--- src/rtl/led_link_pkg.sv ---
// led_link_pkg: shared constants and state encoding
// for the LED-matrix serial link.
package led_link_pkg;

  localparam int NLEDS          = 64;
  localparam int DEF_CLK_DIV    = 4;
  localparam int DEF_STROBE_LEN = 2;

  typedef enum logic [1:0] {
    IDLE,
    LOW,
    HIGH,
    STROBE
  } link_state_t;

  function automatic int imax(input int a, input int b);
    return (a > b) ? a : b;
  endfunction

endpackage

--- src/rtl/led_link_phase_timer.sv ---
// led_link_phase_timer: loadable down-counter that flags
// the last cycle of a LOW, HIGH or STROBE phase.
module led_link_phase_timer #(
  parameter int W = 3
) (
  input  logic         clk,
  input  logic         rst_n,
  input  logic         load_i,
  input  logic [W-1:0] len_i,
  output logic         phase_end_o
);

  logic [W-1:0] cnt_q;
  logic [W-1:0] cnt_d;

  // Parks at zero between frames so phase_end stays low in IDLE.
  always_comb begin
    cnt_d = cnt_q;
    if (load_i) begin
      cnt_d = len_i;
    end else if (cnt_q != '0) begin
      cnt_d = cnt_q - 1'b1;
    end
  end

  always_ff @(posedge clk or negedge rst_n) begin
    if (!rst_n) begin
      cnt_q <= '0;
    end else begin
      cnt_q <= cnt_d;
    end
  end

  assign phase_end_o = (cnt_q == W'(1));

endmodule

--- src/rtl/led_frame_serializer.sv ---
// led_frame_serializer: shifts a frame out MSB-first on
// din/dclk and closes it with a strobe latch pulse.
module led_frame_serializer
  import led_link_pkg::*;
#(
  parameter int NBITS      = NLEDS,
  parameter int CLK_DIV    = DEF_CLK_DIV,
  parameter int STROBE_LEN = DEF_STROBE_LEN
) (
  input  logic             clk,
  input  logic             rst_n,
  input  logic [NBITS-1:0] frame_data,
  input  logic             frame_valid,
  output logic             frame_ready,
  output logic             busy,
  output logic             frame_done,
  output logic             din,
  output logic             dclk,
  output logic             strobe
);

  localparam int BW = $clog2(NBITS);
  localparam int DW = $clog2(imax(CLK_DIV, STROBE_LEN) + 1);

  localparam logic [BW-1:0] LAST    = BW'(NBITS - 1);
  localparam logic [DW-1:0] DIV_LEN = DW'(CLK_DIV);
  localparam logic [DW-1:0] STB_LEN = DW'(STROBE_LEN);

  link_state_t      state_q;
  logic [NBITS-1:0] sh_q;
  logic [NBITS-1:0] sh_d;
  logic [BW-1:0]    bit_cnt_q;

  logic          accept;
  logic          phase_end;
  logic          ld;
  logic [DW-1:0] ld_len;

  assign accept = frame_valid & frame_ready;
  assign sh_d   = sh_q << 1;

  // Timer reload accompanies every state entry.
  always_comb begin
    ld     = 1'b0;
    ld_len = DIV_LEN;
    unique case (state_q)
      IDLE:   ld = accept;
      LOW:    ld = phase_end;
      HIGH: begin
        ld = phase_end;
        if (bit_cnt_q == LAST) begin
          ld_len = STB_LEN;
        end
      end
      STROBE: ld = 1'b0;
      default: ld = 1'b0;
    endcase
  end

  led_link_phase_timer #(
    .W (DW)
  ) u_timer (
    .clk         (clk),
    .rst_n       (rst_n),
    .load_i      (ld),
    .len_i       (ld_len),
    .phase_end_o (phase_end)
  );

  always_ff @(posedge clk or negedge rst_n) begin
    if (!rst_n) begin
      state_q     <= IDLE;
      sh_q        <= '0;
      bit_cnt_q   <= '0;
      frame_ready <= 1'b1;
      busy        <= 1'b0;
      frame_done  <= 1'b0;
      din         <= 1'b0;
      dclk        <= 1'b0;
      strobe      <= 1'b0;
    end else begin
      frame_done <= 1'b0;
      unique case (state_q)
        IDLE: begin
          if (accept) begin
            sh_q        <= frame_data;
            din         <= frame_data[NBITS-1];
            bit_cnt_q   <= '0;
            frame_ready <= 1'b0;
            busy        <= 1'b1;
            state_q     <= LOW;
          end
        end
        LOW: begin
          if (phase_end) begin
            dclk    <= 1'b1;
            state_q <= HIGH;
          end
        end
        HIGH: begin
          if (phase_end) begin
            dclk <= 1'b0;
            if (bit_cnt_q == LAST) begin
              din     <= 1'b0;
              strobe  <= 1'b1;
              state_q <= STROBE;
            end else begin
              sh_q      <= sh_d;
              din       <= sh_d[NBITS-1];
              bit_cnt_q <= bit_cnt_q + 1'b1;
              state_q   <= LOW;
            end
          end
        end
        STROBE: begin
          if (phase_end) begin
            strobe      <= 1'b0;
            frame_done  <= 1'b1;
            busy        <= 1'b0;
            frame_ready <= 1'b1;
            state_q     <= IDLE;
          end
        end
        default: state_q <= IDLE;
      endcase
    end
  end

endmodule

--- config.mk ---
export PLATFORM = sky130hd
export DESIGN_NAME = led_frame_serializer
export DESIGN_NICKNAME = d
export VERILOG_FILES = /design/src/rtl/led_link_pkg.sv /design/src/rtl/led_link_phase_timer.sv /design/src/rtl/led_frame_serializer.sv
export SDC_FILE = /design/constraint.sdc
export NUM_CORES = 1
export LEC_CHECK = 0
export ABC_AREA = 1
export CAP_MARGIN = 10
export CORE_ASPECT_RATIO = 2
export CORE_MARGIN = 2
export CORE_UTILIZATION = 48
export DETAILED_ROUTE_END_ITERATION = 10
export PLACE_DENSITY = 0.75
export SYNTH_ARGS = -nofsm -noshare
export SYNTH_HDL_FRONTEND = slang
export SYNTH_HIERARCHICAL = 1
export SYNTH_SLANG_ARGS = --single-unit
--- constraint.sdc ---
create_clock -name clk -period 1.77 [get_ports clk]
set_clock_uncertainty 0.15 [all_clocks]
set_input_delay 0.177 -clock clk [delete_from_list [all_inputs] [get_ports clk]]
set_output_delay 0.177 -clock clk [all_outputs]
set_load 0.02 [all_outputs]
==> impl_metrics.py, run 1 <==
metrics = {
    "place": {
        "portBuffers": 72,
        "dp_hpwl_um": 7160,
        "place_area_um2": 5290,
        "gp_congestion": 0.852,
        "dp_cells": 792,
    },
    "status": {
        "failed_checks": "negative setup slack",
        "status": "finished, violations left",
    },
    "grt": {
        "grt_max_degree": 47,
        "antenna_found_initial": 0,
        "grt_pass1_vias": 4060,
        "grt_pass1_wl_um": 18600,
        "grt_usage": 0.235,
        "grt_overflow_total": 0,
    },
    "finish": {
        "n_antenna_cell": 0,
        "final_nets": 785,
        "fin_cells": 816,
        "layout-drive-gt1-share": 0.101,
        "final_area_um2": 5840,
        "post-route-util": 0.657,
        "synthToLayoutAreaGrowth_pct": 33.9,
    },
    "worst_hold_path": {
        "hp-class": "input port to async pin",
    },
    "yosys": {
        "ys_warn_count": 6,
        "synth_top_area_share": 0.453,
        "synth_top_flop_cell": "dfrtp_1",
        "synth.most_common_cell": "nand2_1",
        "synth_nets": 705,
        "synthTopCellsByCount": "nand2_1 (369), dfrtp_1 (79), nand3_1 (70)",
        "postSynthCellCount": 629,
        "mappedNetlistArea_um2": 4360,
        "async_flop_share": 1.00,
        "synth_edf_count": 0,
        "avgSynthCellArea_um2": 6.94,
        "synth_top_area_cell": "dfrtp_1",
        "yosysUniqueCellTypes": 24,
        "synth_area_leaders": "dfrtp_1 (45%), nand2_1 (32%), nand3_1 (8.0%), ha_1 (2.6%), inv_1 (2.0%)",
        "ys_seq_elements": 80,
        "synth-seq-area-share": 0.459,
    },
    "cts": {
        "cts-root-buf": "clkbuf_16",
        "clock-sinks": 80,
        "clockBufferDepth": 2,
        "cts_made_buffers": 9,
        "clock_latency_ns": 0.34,
        "clk_pin_slew_ns": 0.06,
        "htreeDepth": 3,
        "cts_tree": "done",
    },
    "timing": {
        "setup_ws_ns": -0.0533,
        "min_period_ns": 1.82,
        "rsz0062_at_grt": "yes",
        "clock.fmax_mhz": 548,
        "post-route-period-util": 1.03,
        "relSlewSlack": 0.632,
        "setup_viol": 33,
        "report.final.slew_viol_count": 0,
        "hold_violations": 0,
        "tightest_slew_ns": 0.552,
    },
    "power": {
        "pwr-share-seq": 0.266,
        "power.switching_mw": 5.23,
        "p_comb_frac": 0.560,
        "total_power_mw": 11.8,
        "peakVddDrop_mv": 1.18,
        "power_frac_clock": 0.174,
        "power.density_nw_per_um2": 2020,
        "power.leakage_nw": 3.13,
        "p_int_mw": 6.55,
        "switching_share": 0.444,
    },
    "worst_setup_path": {
        "path_cells": "inv_2, ha_4, inv_2, o21bai_4, nand2_4, nand2_4, buf_12, nand2_1, nand2_1",
        "rr_worst_depth": 9,
        "r2r_slack_ns": -0.05,
        "worst_ep_arrival_time_ns": 1.90,
        "path_max_fanout": 30,
        "crit_buf_inv": 3,
        "slowest_stage": "dfrtp_1",
        "cpPeakStageDelay_ns": 0.40,
        "critPathKind": "flip-flop to flip-flop",
        "worstSetupStartpointType": "flip-flop",
        "cp.required_ns": 1.85,
        "cp_top_family": "flip-flops",
        "r2r-end": "sh_q[40]",
        "endpoint_kind": "flip-flop",
        "timing.rr.start": "state_q[0]",
    },
    "floorplanning": {
        "fp.dieW_um": 71.4,
        "rows": 49,
        "core_area_um2": 8890,
        "pin_count": 73,
        "die_h_um": 139,
        "fp.dieArea_um2": 9920,
        "floorplan.initialDensity": 0.491,
    },
    "route": {
        "drt_iter0_drc": 302,
        "vias": 4273,
        "dr.pass1.iters": 6,
        "vias_per_cell": 5.24,
        "ant_nets": 0,
        "wirelength_um": 11600,
        "wl_per_cell_um": 14.2,
        "drc": 0,
    },
    "flow_run": {
        "cap_violations": 0,
    },
}
## registers in the layout (all words and copies together) (netlist names)
register,count
bit_cnt_q,6
busy,1
dclk,1
din,1
frame_done,1
frame_ready,1
sh_q,63
state_q,2
strobe,1
u_timer/cnt_q,3
## per-layer routing
| layer | share of wire | routed length [µm] | GRT usage | vias up |
|---|---|---|---|---|
| li1 | - | - | - | 2100 |
| met1 | 0.38 | 4370 | 0.277 | 2022 |
| met2 | 0.55 | 6410 | 0.409 | 124 |
| met3 | 0.039 | 446 | 0.0313 | 27 |
| met4 | 0.031 | 359 | 0.116 | 0 |
| met5 | 0 | 0 | 0 | - |
## layout by cell type, fill, tap and decap left out, types with 2 or more instances in the layout
cell type / count
nand3b_1: 3
clkdlybuf4s50_1: 70
ha_1: 4
buf_12: 8
ha_2: 4
nor2_1: 10
nand2_1: 368
o21ai_0: 9
buf_6: 2
buf_4: 20
clkinvlp_4: 3
inv_1: 20
a21oi_1: 5
clkbuf_16: 11
a21oi_4: 2
inv_2: 3
dfrtp_1: 79
nand3_2: 4
bufinv_16: 2
nand2_4: 2
nand3_1: 67
## stage by stage
step | worst slack [ns] | setup TNS, ns | hold slack, ns
2_1_floorplan | 0.0237 | 0 | -0.269
3_3_place_gp | 0.0263 | 0 | 0.0357
3_5_place_dp | -0.0414 | -1.50 | 0.0437
4_1_cts | 0.00258 | 0 | 0.224
5_1_grt | -0.122 | -5.25 | 0.280
6_report | -0.0533 | -0.421 | 0.214
## worst max path at each step
stage | slack (ns) | to | depth (start not counted) | from
5_1_grt | -0.12 | sh_q[40] | 9 | state_q[0]
6_report | -0.05 | sh_q[40] | 9 | state_q[0]
2_1_floorplan | 0.02 | sh_q[10] | 12 | u_timer/cnt_q[1]
4_1_cts | 0.003 | u_timer/cnt_q[0] | 11 | u_timer/cnt_q[1]
3_3_place_gp | 0.03 | sh_q[16] | 10 | state_q[0]
3_5_place_dp | -0.04 | sh_q[22] | 9 | state_q[0]
## kinds of logic (layout without fill, tap and decap cells)
group                    after synthesis  in the layout  share of synthesized area
AO/OA/AOI/OAI                         21             21                     0.0284
buffers and inverters                 60            145                     0.0654
other                                  1              1                   0.000859
flip-flops                            80             80                      0.459
adder cells (fa/ha/maj)                9              9                     0.0258
AND/OR/NAND/NOR                      458            458                      0.421
## layout make-up
| class | instances | area [µm²] |
|---|---|---|
| clock buffers | 10 | 239 |
| clock inverters | 6 | 91.3 |
| fillers | 757 | 3050 |
| inverters | 24 | 95.1 |
| multi-input cells | 489 | 2160 |
| flip-flops and latches | 80 | 2000 |
| well taps | 102 | 128 |
| repair buffers | 105 | 1130 |
## power by group through the flow
stage	sequential (mW)	combinational, mW	clock (mW)
2_1_floorplan	3.08	4.01	0
3_3_place_gp	3.10	5.47	0
3_5_place_dp	3.12	5.70	0
4_1_cts	3.11	6.15	2.07
5_1_grt	3.21	7.38	2.14
6_report	3.13	6.60	2.05
## what timing repair did
item / in CTS / in global routing
endpoints found under the hold margin: 35 / 0
endpoints found under the setup margin: 72 / 74
gates resized for setup: 9 / 19
buffers inserted: 3 / 2
pin swaps: 0 / 3
cloned: 1 / 2
hold buffers: 1 / 0
No activity file was read; power rests on OpenSTA's default activity.
==> run 2: changes to the inputs <==
--- a/config.mk
+++ b/config.mk
@@ -8,7 +8,6 @@
 export ABC_AREA = 1
 export CAP_MARGIN = 10
 export CORE_ASPECT_RATIO = 2
-export CORE_MARGIN = 2
 export CORE_UTILIZATION = 48
 export DETAILED_ROUTE_END_ITERATION = 10
 export PLACE_DENSITY = 0.75
==> impl_metrics.py, run 2 (synthesis results as in run 1) <==
metrics = {
    "floorplanning": {
        "rows": 48,
        "fp.dieArea_um2": 9500,
        "pin_count": 73,
        "fp.dieW_um": 69.4,
        "floorplan.initialDensity": 0.501,
        "core_area_um2": 8710,
        "die_h_um": 137,
    },
    "worst_setup_path": {
        "path_max_fanout": 8,
        "path_cells": "inv_2, ha_4, inv_4, o21bai_4, nand2_4, nand2_8, clkbuf_16, nand2_1, nand2_1",
        "cpPeakStageDelay_ns": 0.38,
        "worstSetupStartpointType": "flip-flop",
        "critPathKind": "flip-flop to flip-flop",
        "crit_buf_inv": 3,
        "worst_ep_arrival_time_ns": 1.92,
        "cp_top_family": "simple AND/OR/NAND/NOR gates",
        "cpMostUsedCell": "nand2_1",
        "slowest_stage": "dfrtp_1",
        "endpoint_kind": "flip-flop",
        "cp.required_ns": 1.84,
    },
    "finish": {
        "reg_top3": "sh_q: 63 flops, bit_cnt_q: 6 flops, u_timer/cnt_q: 3 flops",
        "seqCellArea_um2": 2000,
        "final_nets": 792,
        "synthToLayoutAreaGrowth_pct": 41.3,
        "final_common_cell": "nand2_1",
        "multi_input_area_um2": 2380,
        "layout-drive-gt1-share": 0.183,
        "n_antenna_cell": 0,
        "fin_cells": 821,
        "fillerInstances": 667,
        "final_cell_mix": "nand2_1 (318), dfrtp_1 (78), clkdlybuf4s50_1 (70)",
        "largest_reg_flops": 63,
        "top_register": "sh_q",
    },
    "status": {
        "status": "finished, violations left",
        "failed_checks": "negative setup slack",
    },
    "cts": {
        "clock_latency_ns": 0.34,
        "clock-sinks": 80,
        "cts_made_buffers": 9,
        "cts_tree": "done",
        "clk_pin_slew_ns": 0.06,
        "clockBufferDepth": 2,
        "cts-root-buf": "clkbuf_16",
        "htreeDepth": 3,
    },
    "timing": {
        "hold_violations": 0,
        "report.final.slew_viol_count": 0,
        "setup_ws_ns": -0.0804,
        "clock.fmax_mhz": 540,
        "post-route-period-util": 1.05,
        "rsz0062_at_grt": "yes",
        "setup_viol": 26,
        "min_period_ns": 1.85,
    },
    "route": {
        "wl_per_cell_um": 15.3,
        "vias_per_cell": 5.37,
        "dr.pass1.iters": 6,
        "drc": 0,
        "vias": 4405,
        "drt_iter0_drc": 265,
        "ant_nets": 0,
        "wirelength_um": 12600,
    },
    "place": {
        "dpl_worst_slack_ns": -0.0451,
        "dp_hpwl_um": 7000,
        "dp_cells": 792,
        "gp_congestion": 0.830,
        "portBuffers": 72,
    },
    "flow_run": {
        "cap_violations": 0,
    },
    "grt": {
        "grt_max_degree": 45,
        "antenna_found_initial": 0,
        "grt_pass1_vias": 4082,
        "grt_usage": 0.241,
        "grt_overflow_total": 0,
        "grt_pass1_wl_um": 18300,
    },
    "power": {
        "peakVddDrop_mv": 1.32,
        "total_power_mw": 12.9,
        "power.leakage_nw": 3.24,
        "power.density_nw_per_um2": 2100,
    },
    "worst_hold_path": {
        "hp-class": "input port to async pin",
    },
}
-- run 2: cell count changes in the layout (fill, tap and decap cells not counted), moves of 3 or more --
cell	before	now
nand2_4	2	13
inv_2	3	6
nand2_2	1	40
nand2_1	368	318
ha_4	1	5
ha_2	4	0
inv_1	20	16
buf_8	0	3
clkbuf_16	11	14
-- run 2: repair_timing --
action / 4_1_cts / 5_1_grt
gates cloned: 1 / 7
setup buffers: 1 / 4
endpoints found under the setup margin: 69 / 74
hold endpoints to repair: 80 / 0
gates resized for setup: 11 / 90
hold buffers: 1 / 0
pin swaps: 3 / 11
-- run 2: path summary, 6_finish.rpt --
check                            from            to  slack (ns)  cells after the start
setup reg to reg           state_q[0]  bit_cnt_q[5]       -0.08                      9
setup / recovery           state_q[0]  bit_cnt_q[5]       -0.08                      9
max in group asynchronous       rst_n      sh_q[28]        0.80                      3
min in group clk             sh_q[27]      sh_q[27]        0.32                      2
hold / removal                  rst_n    frame_done        0.13                      2
hold reg to reg              sh_q[27]      sh_q[27]        0.32                      2
-- run 2: metrics by stage --
step / util / cell area, µm² / hold slack [ns] / TNS (ns)
after floorplan: - / 4360 / -0.269 / 0
after global placement: 0.606 / 5280 / -0.0487 / -0.0303
after detailed placement: 0.606 / 5280 / -0.0463 / -0.495
after CTS: 0.655 / 5710 / 0.146 / 0
after global routing: 0.708 / 6170 / 0.166 / -4.35
final: 0.708 / 6170 / 0.134 / -0.484
-- run 2: cell type report --
cell class,instances,area share
Clock buffer,9,0.0365
Clock inverter,7,0.0166
Inverter,24,0.0158
Multi-Input combinational cell,490,0.386
Sequential cell,80,0.325
Tap cell,100,0.0203
Timing Repair Buffer,111,0.200
-- run 2: power breakdown --
part,switching (mW),internal (mW)
clock network,0.775,1.25
registers,0.579,2.68
logic,4.52,3.14
-- run 2: metal layers --
layer  track usage  part of all wire  vias up
met5             0                 0        -
li1              -                 -     2129
met2         0.449              0.55      147
met3        0.0346             0.037       40
met1         0.267              0.37     2089
met4         0.112             0.037        0
-- run 2: worst reg2reg max path: cells and delay by family (launching register included) --
kind / cells / cell delay [ns]
flops: 1 / 0.38
compound gates: 1 / 0.19
buf+inv: 3 / 0.35
simple gates: 4 / 0.46
fa+ha+maj: 1 / 0.19
==> run 3: changes to the inputs <==
--- a/config.mk
+++ b/config.mk
@@ -10,6 +10,7 @@
 export CORE_ASPECT_RATIO = 2
 export CORE_UTILIZATION = 48
 export DETAILED_ROUTE_END_ITERATION = 10
+export GPL_TIMING_DRIVEN = 0
 export PLACE_DENSITY = 0.75
 export SYNTH_ARGS = -nofsm -noshare
 export SYNTH_HDL_FRONTEND = slang
==> impl_metrics.py, run 3 (synthesis results as in run 1) <==
metrics = {
    "power": {
        "power.density_nw_per_um2": 1940,
        "peakVddDrop_mv": 1.12,
        "power.leakage_nw": 3.12,
    },
    "finish": {
        "top_register": "sh_q",
        "largest_reg_flops": 63,
        "final_nets": 803,
        "layout-drive-gt1-share": 0.126,
        "final_cell_mix": "nand2_1 (362), dfrtp_1 (78), nand3_1 (70), clkdlybuf4s50_1 (70), inv_1 (16)",
        "final_area_um2": 5770,
        "n_antenna_cell": 0,
        "final_common_cell": "nand2_1",
        "reg_top3": "sh_q: 63 flops, bit_cnt_q: 6 flops, u_timer/cnt_q: 3 flops",
        "synthToLayoutAreaGrowth_pct": 32.1,
        "fin_cells": 829,
    },
    "status": {
        "status": "finished, violations left",
        "failed_checks": "negative setup slack",
    },
    "route": {
        "wl_per_cell_um": 13.3,
        "dr.pass1.iters": 5,
        "ant_nets": 0,
        "vias": 4290,
        "drt_iter0_drc": 326,
        "wirelength_um": 11000,
        "drc": 0,
        "vias_per_cell": 5.17,
    },
    "cts": {
        "cts_made_buffers": 9,
        "clk_pin_slew_ns": 0.05,
        "clock-sinks": 80,
        "cts-root-buf": "clkbuf_16",
        "cts_tree": "done",
        "clockBufferDepth": 2,
        "clock_latency_ns": 0.34,
        "htreeDepth": 3,
    },
    "timing": {
        "clock.fmax_mhz": 562,
        "report.final.slew_viol_count": 0,
        "setup_viol": 6,
        "post-route-period-util": 1.01,
        "rsz0062_at_grt": "yes",
        "min_period_ns": 1.78,
        "hold_ws_ns": 0.169,
        "setup_ws_ns": -0.00914,
        "setup_tns_ns": -0.0206,
        "hold_violations": 0,
    },
    "grt": {
        "busiest_layer": "met2",
        "met3_usage": 0.0295,
        "grt_max_degree": 52,
        "grt_usage": 0.240,
        "grt_pass1_vias": 4092,
        "antenna_found_initial": 0,
        "met1_usage": 0.282,
        "grt_overflow_total": 0,
        "met2_usage": 0.421,
        "grt_pass1_wl_um": 18200,
    },
    "worst_setup_path": {
        "path_max_fanout": 10,
        "timing.rr.start": "state_q[0]",
        "critPathKind": "flip-flop to flip-flop",
        "worst_ep_arrival_time_ns": 1.86,
        "r2r-end": "sh_q[8]",
        "path_cells": "inv_2, ha_4, inv_2, o21bai_4, nand2_4, nand2_8, buf_8, buf_8, nand2_1, nand2_1",
        "r2r_slack_ns": -0.009,
        "worstSetupStartpointType": "flip-flop",
        "cpPeakStageDelay_ns": 0.39,
        "cp_top_family": "buffers and inverters",
        "slowest_stage": "dfrtp_1",
        "endpoint_kind": "flip-flop",
        "rr_worst_depth": 10,
        "cp.required_ns": 1.85,
        "path_depth": 10,
        "crit_buf_inv": 4,
    },
    "worst_hold_path": {
        "hp-class": "input port to async pin",
    },
    "place": {
        "dp_cells": 802,
        "portBuffers": 72,
        "dp_hpwl_um": 7350,
        "place_area_um2": 5240,
        "gp_congestion": 0.823,
        "dpl_worst_slack_ns": -0.341,
    },
    "floorplanning": {
        "fp.dieArea_um2": 9500,
        "core_area_um2": 8710,
        "rows": 48,
        "die_h_um": 137,
        "floorplan.initialDensity": 0.501,
        "fp.dieW_um": 69.4,
        "pin_count": 73,
    },
    "flow_run": {
        "cap_violations": 0,
    },
}
## run 3: cell types whose count changed in the layout (fill, tap and decap cells not counted), sizes merged
cell and change:
buf +4, nand2 -1, inv -1, bufinv -2
clkbuf +11, clkinv -1, clkinvlp -1, bufbuf -1
## run 3: metrics by stage
stage	power (mW)	utilization
after floorplan	7.10	-
after CTS	10.8	0.650
after detailed placement	8.64	0.601
final	11.2	0.662
after global routing	12.1	0.662
after global placement	8.45	0.598
## run 3: area by class of cell
| class | count | area (µm²) |
|---|---|---|
| fillers | 739 | 2940 |
| well taps | 100 | 125 |
| flip-flops and latches | 80 | 2000 |
| repair buffers | 87 | 852 |
| clock inverters | 2 | 10.0 |
| inverters | 24 | 95.1 |
| multi-input cells | 489 | 2180 |
| clock buffers | 11 | 233 |
| plain buffers | 36 | 264 |
## run 3: layer usage
metal	up-vias	part of all wire
met4	0	0.034
met3	28	0.037
li1	2145	-
met5	-	0
met2	116	0.52
met1	2001	0.40
## run 3: report_power, final
group          switching (mW)  leakage, nW  total, mW  internal, mW
Combinational            3.97         1.99       6.44          2.46
Clock                   0.686        0.121       1.61         0.921
Sequential              0.445         1.01       3.12          2.68
## run 3: worst max path at each step
| stage | from | end | slack [ns] |
|---|---|---|---|
| detailed placement | u_timer/cnt_q[1] | sh_q[52] | -0.34 |
| global placement | rst_n | sh_q[23] | -2.58 |
| floorplan | u_timer/cnt_q[1] | sh_q[10] | 0.02 |
| finish | state_q[0] | sh_q[8] | -0.009 |
| global route | state_q[1] | sh_q[8] | -0.07 |
| CTS | u_timer/cnt_q[1] | sh_q[8] | 0.009 |
## run 3: timing repair
| action | in CTS | in global routing |
|---|---|---|
| hold endpoints to repair | 29 | 0 |
| setup buffers | 10 | 3 |
| pin swaps | 4 | 5 |
| hold buffers | 1 | 0 |
| endpoints found under the setup margin | 76 | 74 |
| gates cloned | 0 | 0 |
| resized for setup | 39 | 33 |
